### config.mk
export PLATFORM = sky130hd
export DESIGN_NAME = vending_fsm_flat
export DESIGN_NICKNAME = d
export VERILOG_FILES = /design/src/rtl/vending_fsm_if.sv /design/src/rtl/vending_fsm.sv /design/src/flat_wrapper.sv
export SDC_FILE = /design/constraint.sdc
export NUM_CORES = 1
export LEC_CHECK = 0
export CORE_MARGIN = 3
export CORE_UTILIZATION = 48
export DETAILED_ROUTE_END_ITERATION = 7
export PLACE_DENSITY = 0.79
export SLEW_MARGIN = 10
export SYNTH_ARGS = -nofsm -noshare
export SYNTH_HDL_FRONTEND = slang
export SYNTH_SLANG_ARGS = --single-unit
### constraint.sdc
create_clock -name clk -period 14.9 [get_ports clk]
set_input_delay 4.47 -clock clk [delete_from_list [all_inputs] [get_ports clk]]
set_output_delay 4.47 -clock clk [all_outputs]
set_load 0.02 [all_outputs]
### src/rtl/vending_fsm_if.sv
`default_nettype none
// ============================================================================
// vending_fsm_if : coin/selection/payout bundle (drink_out with VENDING_DRINK_OUT_EN)
// Rev 1.0
// ============================================================================
interface vending_fsm_if;
  logic [31:0] coin;
  logic [2:0]  drink_choose;
  logic        cancel;
  logic [31:0] change;
  logic [31:0] total_coin;
`ifdef VENDING_DRINK_OUT_EN
  logic [2:0]  drink_out;

  modport master (output coin, drink_choose, cancel, input change, total_coin, drink_out);
  modport slave  (input coin, drink_choose, cancel, output change, total_coin, drink_out);
`else
  modport master (output coin, drink_choose, cancel, input change, total_coin);
  modport slave  (input coin, drink_choose, cancel, output change, total_coin);
`endif
endinterface
`default_nettype wire

### src/rtl/vending_fsm.sv
`default_nettype none
// ============================================================================
// vending_fsm : credit accumulator / dispense / refund controller.
// Optional drink_out port enabled by macro VENDING_DRINK_OUT_EN.  Rev 1.0
// ============================================================================
module vending_fsm #(
  parameter logic [31:0] PRICE_TEA    = 32'd10,
  parameter logic [31:0] PRICE_COKE   = 32'd15,
  parameter logic [31:0] PRICE_COFFEE = 32'd20,
  parameter logic [31:0] PRICE_MILK   = 32'd25
) (
  input  wire logic         clk,
  input  wire logic         reset,
  vending_fsm_if.slave      bus
);

  typedef enum logic [2:0] {
    S_LOW    = 3'd0,
    S_TEA    = 3'd1,
    S_COKE   = 3'd2,
    S_COFFEE = 3'd3,
    S_MILK   = 3'd4
  } state_t;

  state_t      r_state, w_state_nxt;
  logic [31:0] r_total, w_total_nxt;
  logic [31:0] r_change, w_change_nxt;
  logic [2:0]  r_drink_out, w_drink_out_nxt;

  logic [32:0] w_sum;
  logic        w_coin_ok;
  logic [31:0] w_credit;
  logic [31:0] w_refund;
  logic        w_dispense;

  function automatic state_t state_of(input logic [31:0] credit);
    if (credit >= PRICE_MILK)        state_of = S_MILK;
    else if (credit >= PRICE_COFFEE) state_of = S_COFFEE;
    else if (credit >= PRICE_COKE)   state_of = S_COKE;
    else if (credit >= PRICE_TEA)    state_of = S_TEA;
    else                             state_of = S_LOW;
  endfunction

  function automatic logic [31:0] price_of(input logic [2:0] code);
    case (code)
      3'b001:  price_of = PRICE_TEA;
      3'b010:  price_of = PRICE_COKE;
      3'b011:  price_of = PRICE_COFFEE;
      3'b100:  price_of = PRICE_MILK;
      default: price_of = 32'd0;
    endcase
  endfunction

  // Drink codes 1..4 line up with state encodings S_TEA..S_MILK, so
  // affordability is a direct compare against the registered state.
  always_comb begin
    w_sum      = {1'b0, r_total} + {1'b0, bus.coin};
    w_coin_ok  = ((bus.coin == 32'd1) || (bus.coin == 32'd5) || (bus.coin == 32'd10))
                 && !w_sum[32];
    w_credit   = w_coin_ok ? bus.coin : 32'd0;
    w_refund   = w_coin_ok ? 32'd0 : bus.coin;
    w_dispense = (bus.drink_choose >= 3'b001) && (bus.drink_choose <= 3'b100)
                 && (r_state >= state_t'(bus.drink_choose));

    w_state_nxt     = S_LOW;
    w_total_nxt     = 32'd0;
    w_change_nxt    = 32'd0;
    w_drink_out_nxt = 3'b000;

    if (bus.cancel) begin
      w_change_nxt = r_total + w_credit + w_refund;
    end else if (w_dispense) begin
      w_change_nxt    = r_total - price_of(bus.drink_choose) + w_credit + w_refund;
      w_drink_out_nxt = bus.drink_choose;
    end else begin
      w_total_nxt  = w_sum[31:0] - w_refund;
      w_change_nxt = w_refund;
      w_state_nxt  = state_of(w_total_nxt);
    end
  end

  always_ff @(posedge clk) begin
    if (!reset) begin
      r_state     <= S_LOW;
      r_total     <= 32'd0;
      r_change    <= 32'd0;
      r_drink_out <= 3'b000;
    end else begin
      r_state     <= w_state_nxt;
      r_total     <= w_total_nxt;
      r_change    <= w_change_nxt;
      r_drink_out <= w_drink_out_nxt;
    end
  end

  assign bus.change     = r_change;
  assign bus.total_coin = r_total;
`ifdef VENDING_DRINK_OUT_EN
  assign bus.drink_out  = r_drink_out;
`else
  logic w_unused_drink;
  assign w_unused_drink = ^r_drink_out;
`endif

endmodule
`default_nettype wire

### src/flat_wrapper.sv
// flat-port wrapper written by rule: the top's interface ports become plain ports
module vending_fsm_flat 
#(
  parameter logic [31:0] PRICE_TEA    = 32'd10,
  parameter logic [31:0] PRICE_COKE   = 32'd15,
  parameter logic [31:0] PRICE_COFFEE = 32'd20,
  parameter logic [31:0] PRICE_MILK   = 32'd25
)
  (clk, reset, bus_coin, bus_drink_choose, bus_cancel, bus_change, bus_total_coin);
  vending_fsm_if bus_i ();
  input  wire logic clk;
  input  wire logic reset;
  input wire logic [$bits(bus_i.coin)-1:0] bus_coin;
  input wire logic [$bits(bus_i.drink_choose)-1:0] bus_drink_choose;
  input wire logic [$bits(bus_i.cancel)-1:0] bus_cancel;
  output wire logic [$bits(bus_i.change)-1:0] bus_change;
  output wire logic [$bits(bus_i.total_coin)-1:0] bus_total_coin;
  assign bus_i.coin = bus_coin;
  assign bus_i.drink_choose = bus_drink_choose;
  assign bus_i.cancel = bus_cancel;
  assign bus_change = bus_i.change;
  assign bus_total_coin = bus_i.total_coin;
  vending_fsm #(.PRICE_TEA(PRICE_TEA), .PRICE_COKE(PRICE_COKE), .PRICE_COFFEE(PRICE_COFFEE), .PRICE_MILK(PRICE_MILK)) u_core (.clk(clk), .reset(reset), .bus(bus_i));
endmodule
==> results.ini, run 1 <==
[outcome]
status=completed

[timing]
worstMarginPinSlew_ps=870.6
timing.final.max_slew_violations=0
summed_negative_setup_slack_over_all_endpoints_ps=0
slew-limit-headroom_pct=40.46
final.setup.worst_slack_ps=3636
fmax_mhz=88.78
hold-worst-slack_ps=850.8
period_minus_slack_ps=11260
timing.final.crit_share_pct=75.60
setup_viols_final=0
finalHoldViolations=0
unrepaired_setup_endpoints_after_global_routing=no
fin_skew_ps=9.658

[critical_path]
criticalPathCategory=input port to flop
worst_stage_delay_on_the_critical_path_ps=800
critical_path.startpoint=bus_coin[3]
crit_family=compound AO/OA/AOI/OAI gates
crit_top_cell=inv_1
required_time_at_the_endpoint_of_the_critical_path_ps=15110
rr_endpoint=u_core.bus.change[30]
timing.critical_path.arrival_ps=11470
timing.critical_path.from_type=input port
timing.critical_path.slowest_stage_cell=clkdlybuf4s50_1
crit_path_end_kind=flop
worstReg2RegStart=u_core.bus.total_coin[30]
endpoint=u_core.bus.change[30]
worst-r2r-cell-count=25
cp_max_fo=10
worst-path-stages=25
timing.reg2reg.setup_slack_ps=7980
worst-path-buf-inv=4

[yosys]
synthArstFlopShare_pct=0
yosys_warnings=0
cell_count_after_synthesis=1482
synth_ff_type=dfxtp_1
ys_seq_elements=67
synth_top_area_share_pct=15.58
netlist_area_um2=11250
synth_cell_types=84
post_synth_main_area_contributors=ha_1 (16%), fa_1 (12%), dfxtp_1 (12%)
synth_edf_count=0
synthDominantAreaCellType=ha_1
synth_area_per_cell_um2=7.588
post_synthesis_net_count=1728
synth_seq_area_share_pct=11.93

[global_routing]
grt_remaining_overflow=0
track_usage_pct=27.77
grt_start_max_net_pins=63
via_count_of_the_first_global_routing_pass=10630
antenna_found_initial=0
first_pass_grt_wire_length_um=56700

[finish]
layout.cells.non_filler=1876
n_fill_cell=2155
finish.instance_area_um2=12920
number_of_diodes=0
final_nets=1804
share_of_final_layout_standard_cells_stronger_than_drive_strength_1_pct=3.647
finish.utilization_pct=56.53
flow.area_growth_from_synthesis_pct=14.85

[hold_path]
holdCritPathClass=flop to flop
hold_depth=3

[clocking]
root_buffer=clkbuf_16
path_clk_slew_ps=60
cts_tree=done
clockBufferDepth=2
clock_insertion_delay_worst_skew_ps=350
post_cts_hold_buffer_count=0
post_cts.resized_instances=0
cts-buffers-inserted=9
htree_num_levels=3
cts_num_sinks=67
cts_setup_buffers=0

[power]
power_density_nw_per_um2=207.1
worst_ir_drop_vdd_mv=0.1012
power_leakage_nw=5.834
fin_total_pwr_mw=2.675

[routing]
wire_length_on_met2_um=15510
drtPass1Iterations=6
overall_routed_net_length_um=35950
detail_route.wl_per_cell_um=19.16
route.detailed.drc=0
first_iter_violations=1059
final_antenna_net_count=0
drt-met1-wl_um=15940
num_vias=11070
met3RoutedLength_um=3266
maxUsedRoutingLayer=met4
post_drt_via_cell_ratio=5.900

[floorplan]
standard_cell_row_count=55
fp.dieArea_um2=25300
initial_utilization_pct=49.22
core_area_um2=22850
die_h_um=159.1
floorplan.die.width_um=159.1
num_io_pins=102

[placed_design]
portBuffers=101
gp_routability_congestion=1.007
postPlaceCellArea_um2=12540
pre_cts_slack_ps=3377
hpwlAfterDp_um=29630
place_inst=1860

[run]
max-cap-violations=0

[layer usage]
metal	global-route usage, %	vias up
met5	0	-
met4	10.55	0
met3	3.512	75
met2	42.58	617
met1	39.89	5119
li1	-	5257
[state kept, by name (all words and copies together), names as in the netlist]
name and count:
u_core.bus.change 32, u_core.bus.total_coin 32, u_core.r_state 3
[cell families (layout without fill, tap and decap cells)]
group                    Yosys count  count (layout)  synth area share [%]
AND/OR/NAND/NOR                  457             457                 19.76
multiplexers                       6               6                0.5785
buffers and inverters            251             332                 8.411
adder cells (fa/ha/maj)          208             208                 27.68
other                              1               1               0.03335
flip-flops                        67              67                 11.93
XOR/XNOR                         109             109                 8.489
AO/OA/AOI/OAI                    383             383                 23.12
[power by group]
part	leakage [nW]	switching, mW	internal (mW)
clock	0.179	0.0942	0.185
combinational	5.10	1.27	0.842
sequential	0.554	0.0570	0.230
total	5.83	1.42	1.26
[cells in the final DEF (no fill, tap or decap), types with 5 or more instances in the layout]
master / instances
a211oi_1: 42
a21o_1: 31
a21oi_1: 89
a221oi_1: 6
a311oi_1: 13
a31oi_1: 17
and2_1: 10
and3_1: 8
and4_1: 9
buf_4: 6
clkbuf_16: 9
clkdlybuf4s50_1: 100
dfxtp_1: 67
fa_1: 68
ha_1: 140
inv_1: 206
nand2_1: 136
nand2b_1: 19
nand3_1: 28
nand4_1: 16
nor2_1: 126
nor2b_1: 31
nor3_1: 33
nor3b_1: 7
nor4_1: 5
o211ai_1: 6
o21a_1: 14
o21ai_0: 76
o21ai_1: 5
o21bai_1: 14
or3_1: 6
xnor2_1: 66
xor2_1: 43
[cell type report]
type                            count  area, µm²  share of cell area, %
Tap cell                          313      391.6                  3.032
Clock buffer                       10      239.0                  1.850
Sequential cell                    67       1341                  10.38
Multi-Input combinational cell   1164       8972                  69.47
Clock inverter                      6      136.4                  1.056
Timing Repair Buffer              107       1051                  8.137
Inverter                          209      784.5                  6.074
[worst reg2reg max path: cells and delay by family, from the launching register on]
kind | cells | cell delay (ps)
XOR/XNOR | 1 | 180
buffers and inverters | 3 | 190
flip-flops | 1 | 330
AO/OA/AOI/OAI | 11 | 3120
AND/OR/NAND/NOR | 5 | 920
adder cells (fa/ha/maj) | 5 | 2030
[how the worst min path moves through the flow]
stage	startpoint	to	slack, ps
final	u_core.bus.total_coin[0]	u_core.bus.change[0]	850
after global routing	u_core.bus.total_coin[0]	u_core.bus.change[0]	900
after CTS	u_core.bus.total_coin[0]	u_core.bus.change[0]	860
after detailed placement	u_core.bus.total_coin[0]	u_core.bus.change[0]	850
after global placement	u_core.bus.total_coin[0]	u_core.bus.change[0]	850
after floorplan	u_core.bus.total_coin[0]	u_core.bus.change[0]	840
[synthesized netlist by cell type (4+ instances only)]
cell type / n
a2111oi_0: 4
a2111oi_2: 4
a211o_1: 4
a211oi_1: 42
a21o_1: 31
a21oi_1: 89
a221oi_1: 6
a311oi_1: 13
a31oi_1: 17
and2_1: 10
and3_1: 8
and4_1: 9
buf_1: 5
clkbuf_1: 36
dfxtp_1: 67
fa_1: 68
ha_1: 140
inv_1: 206
mux2_2: 4
nand2_1: 136
nand2b_1: 19
nand3_1: 28
nand4_1: 16
nor2_1: 126
nor2b_1: 31
nor3_1: 33
nor3b_1: 7
nor4_1: 5
o211ai_1: 6
o21a_1: 14
o21ai_0: 76
o21ai_1: 5
o21bai_1: 14
o311a_1: 4
o311ai_0: 4
o31ai_1: 4
o41ai_1: 4
or2_2: 4
or3_1: 6
xnor2_1: 66
xor2_1: 43
No activity file was read; power rests on OpenSTA's default activity.
==> run 2: changes to the inputs <==
PLACE_DENSITY = 0.82   (was 0.79)
clock period = 9.46 ns   (was 14.9 ns; I/O delays follow)
==> run 2 against run 1 <==
Against the previous run: worst setup slack lost 3300 ps; sequential share of layout area shrank 0.12 points; via count grew 1.7%; non-clock buffer count grew 25; hold slack lost 20 ps; final area grew 1.2%; critical endpoint is now u_core.bus.change[31].
==> results.ini, run 2 (synthesis gave the netlist of run 1 again) <==
[power]
worst_ir_drop_vdd_mv=0.1184  ; +17%
seq_power_share_pct=10.7  ; about the same
pwr-share-clk_pct=9.0  ; -1.5 points
switching_share_pct=53.55  ; +0.56 points
fin_total_pwr_mw=4.190  ; +57%
power_leakage_nw=5.943  ; +1.9%
pwr-share-comb_pct=80.3  ; +1.5 points
p_int_mw=1.946  ; +55%
power_density_nw_per_um2=320.6  ; +55%
power_switching_mw=2.244  ; +58%

[critical_path]
crit_top_cell=a21oi_1
timing.critical_path.arrival_ps=9390  ; -2080 ps
timing.critical_path.slowest_stage_cell=clkdlybuf4s50_1
worst_stage_delay_on_the_critical_path_ps=610  ; -190 ps
crit_path_end_kind=flop
required_time_at_the_endpoint_of_the_critical_path_ps=9700  ; -5410 ps
cp_max_fo=6  ; -4
timing.critical_path.from_type=input port
criticalPathCategory=input port to flop

[timing]
worstMarginPinSlew_ps=1042  ; +171.6 ps
period_minus_slack_ps=9148
unrepaired_setup_endpoints_after_global_routing=no
hold-worst-slack_ps=830.6  ; -20.26 ps
slew-limit-headroom_pct=28.72  ; -12 points
setup_viols_final=0  ; unchanged
timing.final.crit_share_pct=96.71
fin_skew_ps=13.42  ; +3.762 ps
fmax_mhz=109.3
timing.final.max_slew_violations=0  ; unchanged
finalHoldViolations=0  ; unchanged
final.setup.worst_slack_ps=311.6  ; -3325 ps

[finish]
most_common_library_cell_in_the_layout_ignoring_fill_and_taps=inv_1
ff_latch_area_um2=1341  ; unchanged
layout_common_cells=inv_1 (206), ha_1 (140), nand2_1 (136), nor2_1 (126), clkdlybuf4s50_1 (100)
layout.cells.non_filler=1902  ; +1.4%
final_nets=1829  ; +1.4%
multi_input_comb_area_um2=8989  ; +0.18%
n_fill_cell=2142  ; -0.60%
flow.area_growth_from_synthesis_pct=16.21
share_of_final_layout_standard_cells_stronger_than_drive_strength_1_pct=5.353  ; +1.7 points

[floorplan]
fp.dieArea_um2=25300  ; unchanged
floorplan.die.width_um=159.1  ; unchanged
standard_cell_row_count=55  ; unchanged
die_h_um=159.1  ; unchanged
core_area_um2=22850  ; unchanged
num_io_pins=102  ; unchanged
initial_utilization_pct=49.22  ; unchanged

[clocking]
cts_num_sinks=67  ; unchanged
clockBufferDepth=2  ; unchanged
path_clk_slew_ps=70  ; about the same
post_cts.resized_instances=0  ; unchanged
post_cts_hold_buffer_count=0  ; unchanged
cts_setup_buffers=0  ; unchanged
cts-buffers-inserted=9  ; unchanged
cts_tree=done
clock_insertion_delay_worst_skew_ps=350  ; about the same
htree_num_levels=3  ; unchanged
root_buffer=clkbuf_16

[global_routing]
antenna_found_initial=1  ; +1
via_count_of_the_first_global_routing_pass=10480  ; -1.4%
grt_remaining_overflow=0  ; unchanged
first_pass_grt_wire_length_um=57150  ; +0.79%
grt_start_max_net_pins=63  ; unchanged
track_usage_pct=27.88  ; +0.11 points

[routing]
drtPass1Iterations=7  ; +1
first_iter_violations=1182  ; +12%
overall_routed_net_length_um=36450  ; +1.4%
post_drt_via_cell_ratio=5.919  ; +0.32%
detail_route.wl_per_cell_um=19.16  ; about the same
num_vias=11260  ; +1.7%
final_antenna_net_count=0  ; unchanged
route.detailed.drc=0  ; unchanged

[placed_design]
gp_routability_congestion=1.046  ; +3.9%
hpwlAfterDp_um=30010  ; +1.3%
portBuffers=101  ; unchanged
pre_cts_slack_ps=-65.24  ; -3442 ps
place_inst=1885  ; +1.3%

[hold_path]
holdCritPathClass=flop to flop

[outcome]
status=completed

[run]
max-cap-violations=0  ; unchanged

==> run 2: per-layer routing <==
layer  global-route usage, %  wire, µm  vias up
met3                   3.798      3409       82
met5                       0         0        -
met1                   40.11     16030     5281
met4                   9.908      1175        0
li1                        -         -     5303
met2                   42.78     15830      591
==> run 2: final timing paths <==
check / slack (ps) / from / to / depth (start not counted)
max: 310 / bus_coin[6] / u_core.bus.change[31] / 30
min reg2reg: 830 / u_core.bus.total_coin[0] / u_core.bus.change[0] / 3
min: 830 / u_core.bus.total_coin[0] / u_core.bus.change[0] / 3
max reg2reg: 2970 / u_core.bus.total_coin[0] / u_core.bus.change[31] / 30
==> run 2: per-stage QoR <==
step | util, % | area (µm²) | setup TNS, ps
6_report | 57.20 | 13070 | 0
2_1_floorplan | - | 11250 | 0
3_3_place_gp | 55.71 | 12730 | 0
3_5_place_dp | 55.71 | 12730 | -78.46
5_1_grt | 57.20 | 13070 | 0
4_1_cts | 57.10 | 13050 | 0
==> run 2: worst max-delay path: cells and delay by family <==
kind	cells	cell delay (ps)
AO/OA/AOI/OAI	10	2600
adder cells (fa/ha/maj)	6	1650
buffers and inverters	5	900
XOR/XNOR	1	80
AND/OR/NAND/NOR	8	1300
==> run 2: final cells by class <==
class | instances | share of cell area (%)
antenna | 1 | 0.01915
tap | 313 | 2.997
clock inverter | 7 | 0.7085
clock buffer | 9 | 1.723
inverter | 209 | 6.003
multi-input combinational | 1164 | 68.78
timing repair buffer | 132 | 9.507
sequential | 67 | 10.26
==> run 2: power by group through the flow <==
stage	Combinational, mW	Sequential, mW	Clock (mW)
floorplan	2.31	0.510	0
global placement	3.19	0.450	0
detailed placement	3.25	0.450	0
CTS	3.27	0.445	0.380
global route	3.67	0.453	0.390
finish	3.36	0.447	0.378
==> run 3: changes to the inputs <==
CORE_MARGIN = 5   (was 3)
==> run 3 against run 2 <==
Against the previous run: clock skew shrank 5.2 ps; via count shrank 0.68%; combinational power about the same; final area increased by 0.86%; critical path depth unchanged; worst setup slack better by 63 ps; non-clock buffer count increased by 17; first-iteration DRC count down 8.5%; critical path type unchanged; largest cell class unchanged; highest routed layer is now met5.
==> results.ini, run 3 (synthesis gave the netlist of run 1 again) <==
[outcome]
status=completed

[critical_path]
endpoint=u_core.bus.change[31]
rr_endpoint=u_core.bus.change[31]
worst-r2r-cell-count=29  ; -3.3%
worst_stage_delay_on_the_critical_path_ps=540  ; -70 ps
timing.critical_path.slowest_stage_cell=fa_1
cp_max_fo=8  ; +2
timing.critical_path.from_type=input port
crit_top_cell=inv_1
critical_path.startpoint=bus_coin[20]
required_time_at_the_endpoint_of_the_critical_path_ps=9700  ; about the same
criticalPathCategory=input port to flop
worstReg2RegStart=u_core.bus.total_coin[20]
crit_path_end_kind=flop
timing.reg2reg.setup_slack_ps=2950  ; -20 ps
timing.critical_path.arrival_ps=9330  ; -60 ps

[timing]
slew-limit-headroom_pct=38.08  ; +9.4 points
setup_viols_final=0  ; unchanged
period_minus_slack_ps=9085  ; -63.03 ps
worstMarginPinSlew_ps=905.4  ; -136.8 ps
finalHoldViolations=0  ; unchanged
fin_skew_ps=8.194  ; -5.226 ps
timing.final.crit_share_pct=96.04  ; -0.67 points
fmax_mhz=110.1  ; +0.69%
timing.final.max_slew_violations=0  ; unchanged
unrepaired_setup_endpoints_after_global_routing=no
summed_negative_setup_slack_over_all_endpoints_ps=0  ; unchanged

[clocking]
root_buffer=clkbuf_16
cts_num_sinks=67  ; unchanged
cts_tree=done
clock_insertion_delay_worst_skew_ps=350  ; about the same
cts-buffers-inserted=9  ; unchanged
htree_num_levels=3  ; unchanged
path_clk_slew_ps=60  ; about the same
clockBufferDepth=2  ; unchanged

[power]
power_density_nw_per_um2=317.4  ; -1.0%
worst_ir_drop_vdd_mv=0.1414  ; +19%
power_leakage_nw=5.999  ; +0.95%

[finish]
layout_common_cells=inv_1 (206), ha_1 (140), nand2_1 (136), nor2_1 (126), clkdlybuf4s50_1 (100)
share_of_final_layout_standard_cells_stronger_than_drive_strength_1_pct=6.293  ; +0.94 points
number_of_diodes=0  ; -1
final_nets=1846  ; +0.93%
most_common_library_cell_in_the_layout_ignoring_fill_and_taps=inv_1
finish.instance_area_um2=13180  ; +0.86%
flow.area_growth_from_synthesis_pct=17.21
n_fill_cell=2181  ; +1.8%

[hold_path]
min-delay-start=u_core.bus.total_coin[0]
holdCritPathClass=flop to flop

[routing]
first_iter_violations=1081  ; -8.5%
drtPass1Iterations=5  ; -2
final_antenna_net_count=0  ; unchanged
detail_route.wl_per_cell_um=19.26  ; +0.50%
overall_routed_net_length_um=37050  ; +1.7%
route.detailed.drc=0  ; unchanged
num_vias=11180  ; -0.68%
post_drt_via_cell_ratio=5.811  ; -1.8%

[placed_design]
hpwlAfterDp_um=31120  ; +3.7%
portBuffers=101  ; unchanged
gp_routability_congestion=0.9793  ; -6.4%
postPlaceCellArea_um2=12860  ; +1.1%

[global_routing]
grt_remaining_overflow=0  ; unchanged
track_usage_pct=27.43  ; -0.45 points
via_count_of_the_first_global_routing_pass=10590  ; +1.1%
first_pass_grt_wire_length_um=57660  ; +0.89%
grt_start_max_net_pins=63  ; unchanged
antenna_found_initial=1  ; unchanged

[floorplan]
core_area_um2=23260  ; +1.8%
die_h_um=163.1  ; +2.5%
fp.dieArea_um2=26590  ; +5.1%
num_io_pins=102  ; unchanged
floorplan.die.width_um=163.1  ; +2.5%
standard_cell_row_count=56  ; +1.8%
initial_utilization_pct=48.34  ; -0.88 points

[run]
max-cap-violations=0  ; unchanged

==> run 3: worst min-delay path by stage <==
stage                                end  slack [ps]  cells past startpoint
floorplan           u_core.bus.change[0]         840                      3
global placement    u_core.bus.change[0]         880                      3
detailed placement  u_core.bus.change[0]         880                      3
CTS                 u_core.bus.change[0]         890                      3
global route        u_core.bus.change[0]         940                      3
finish              u_core.bus.change[0]         900                      3
==> run 3: through the flow <==
step	total power [mW]	setup slack (ps)	util, %	cells	hold WS [ps]
final	4.183	374.6	56.66	1924	898.6
after global routing	4.518	9.123	56.66	1924	943.6
after CTS	4.105	102.1	56.61	1924	887.9
after detailed placement	3.722	-250.1	55.30	1908	882.5
after global placement	3.687	-77.87	55.30	1908	878.4
after floorplan	2.825	853.9	-	1482	842.3
==> run 3: timing repair <==
| item | CTS | global route |
|---|---|---|
| hold buffers | 0 | 0 |
| buffers inserted | 0 | 0 |
| gates resized for setup | 0 | 3 |
| setup endpoints to repair | 0 | 5 |
==> run 3: layout make-up <==
class / count / area (µm²) / area share [%]
clock buffer: 10 / 239.0 / 1.813
clock inverter: 6 / 65.06 / 0.4936
inverter: 209 / 784.5 / 5.952
multi-input combinational: 1164 / 8986 / 68.17
sequential: 67 / 1341 / 10.18
tap: 319 / 399.1 / 3.028
timing repair buffer: 149 / 1366 / 10.37
==> run 3: critical path: cells and delay by family <==
| family | cells | cell delay (ps) |
|---|---|---|
| AOI/OAI and AO/OA | 12 | 2870 |
| xor gates and xnor gates | 1 | 90 |
| adders and majority gates | 6 | 1910 |
| buffers and inverters | 6 | 820 |
| and+or+nand+nor | 5 | 770 |
==> run 3: power by group <==
group | switching, mW | internal [mW] | total (mW)
Sequential | 0.0872 | 0.362 | 0.450
Combinational | 2.01 | 1.36 | 3.37
Clock | 0.150 | 0.211 | 0.361
==> run 3: per-layer routing <==
layer	vias up	part of all wire, %	GRT usage (%)
li1	5360	-	-
met1	5238	46	40.26
met2	519	43	41.75
met3	61	8.6	3.507
met4	2	2.8	8.959
met5	-	0.035	0
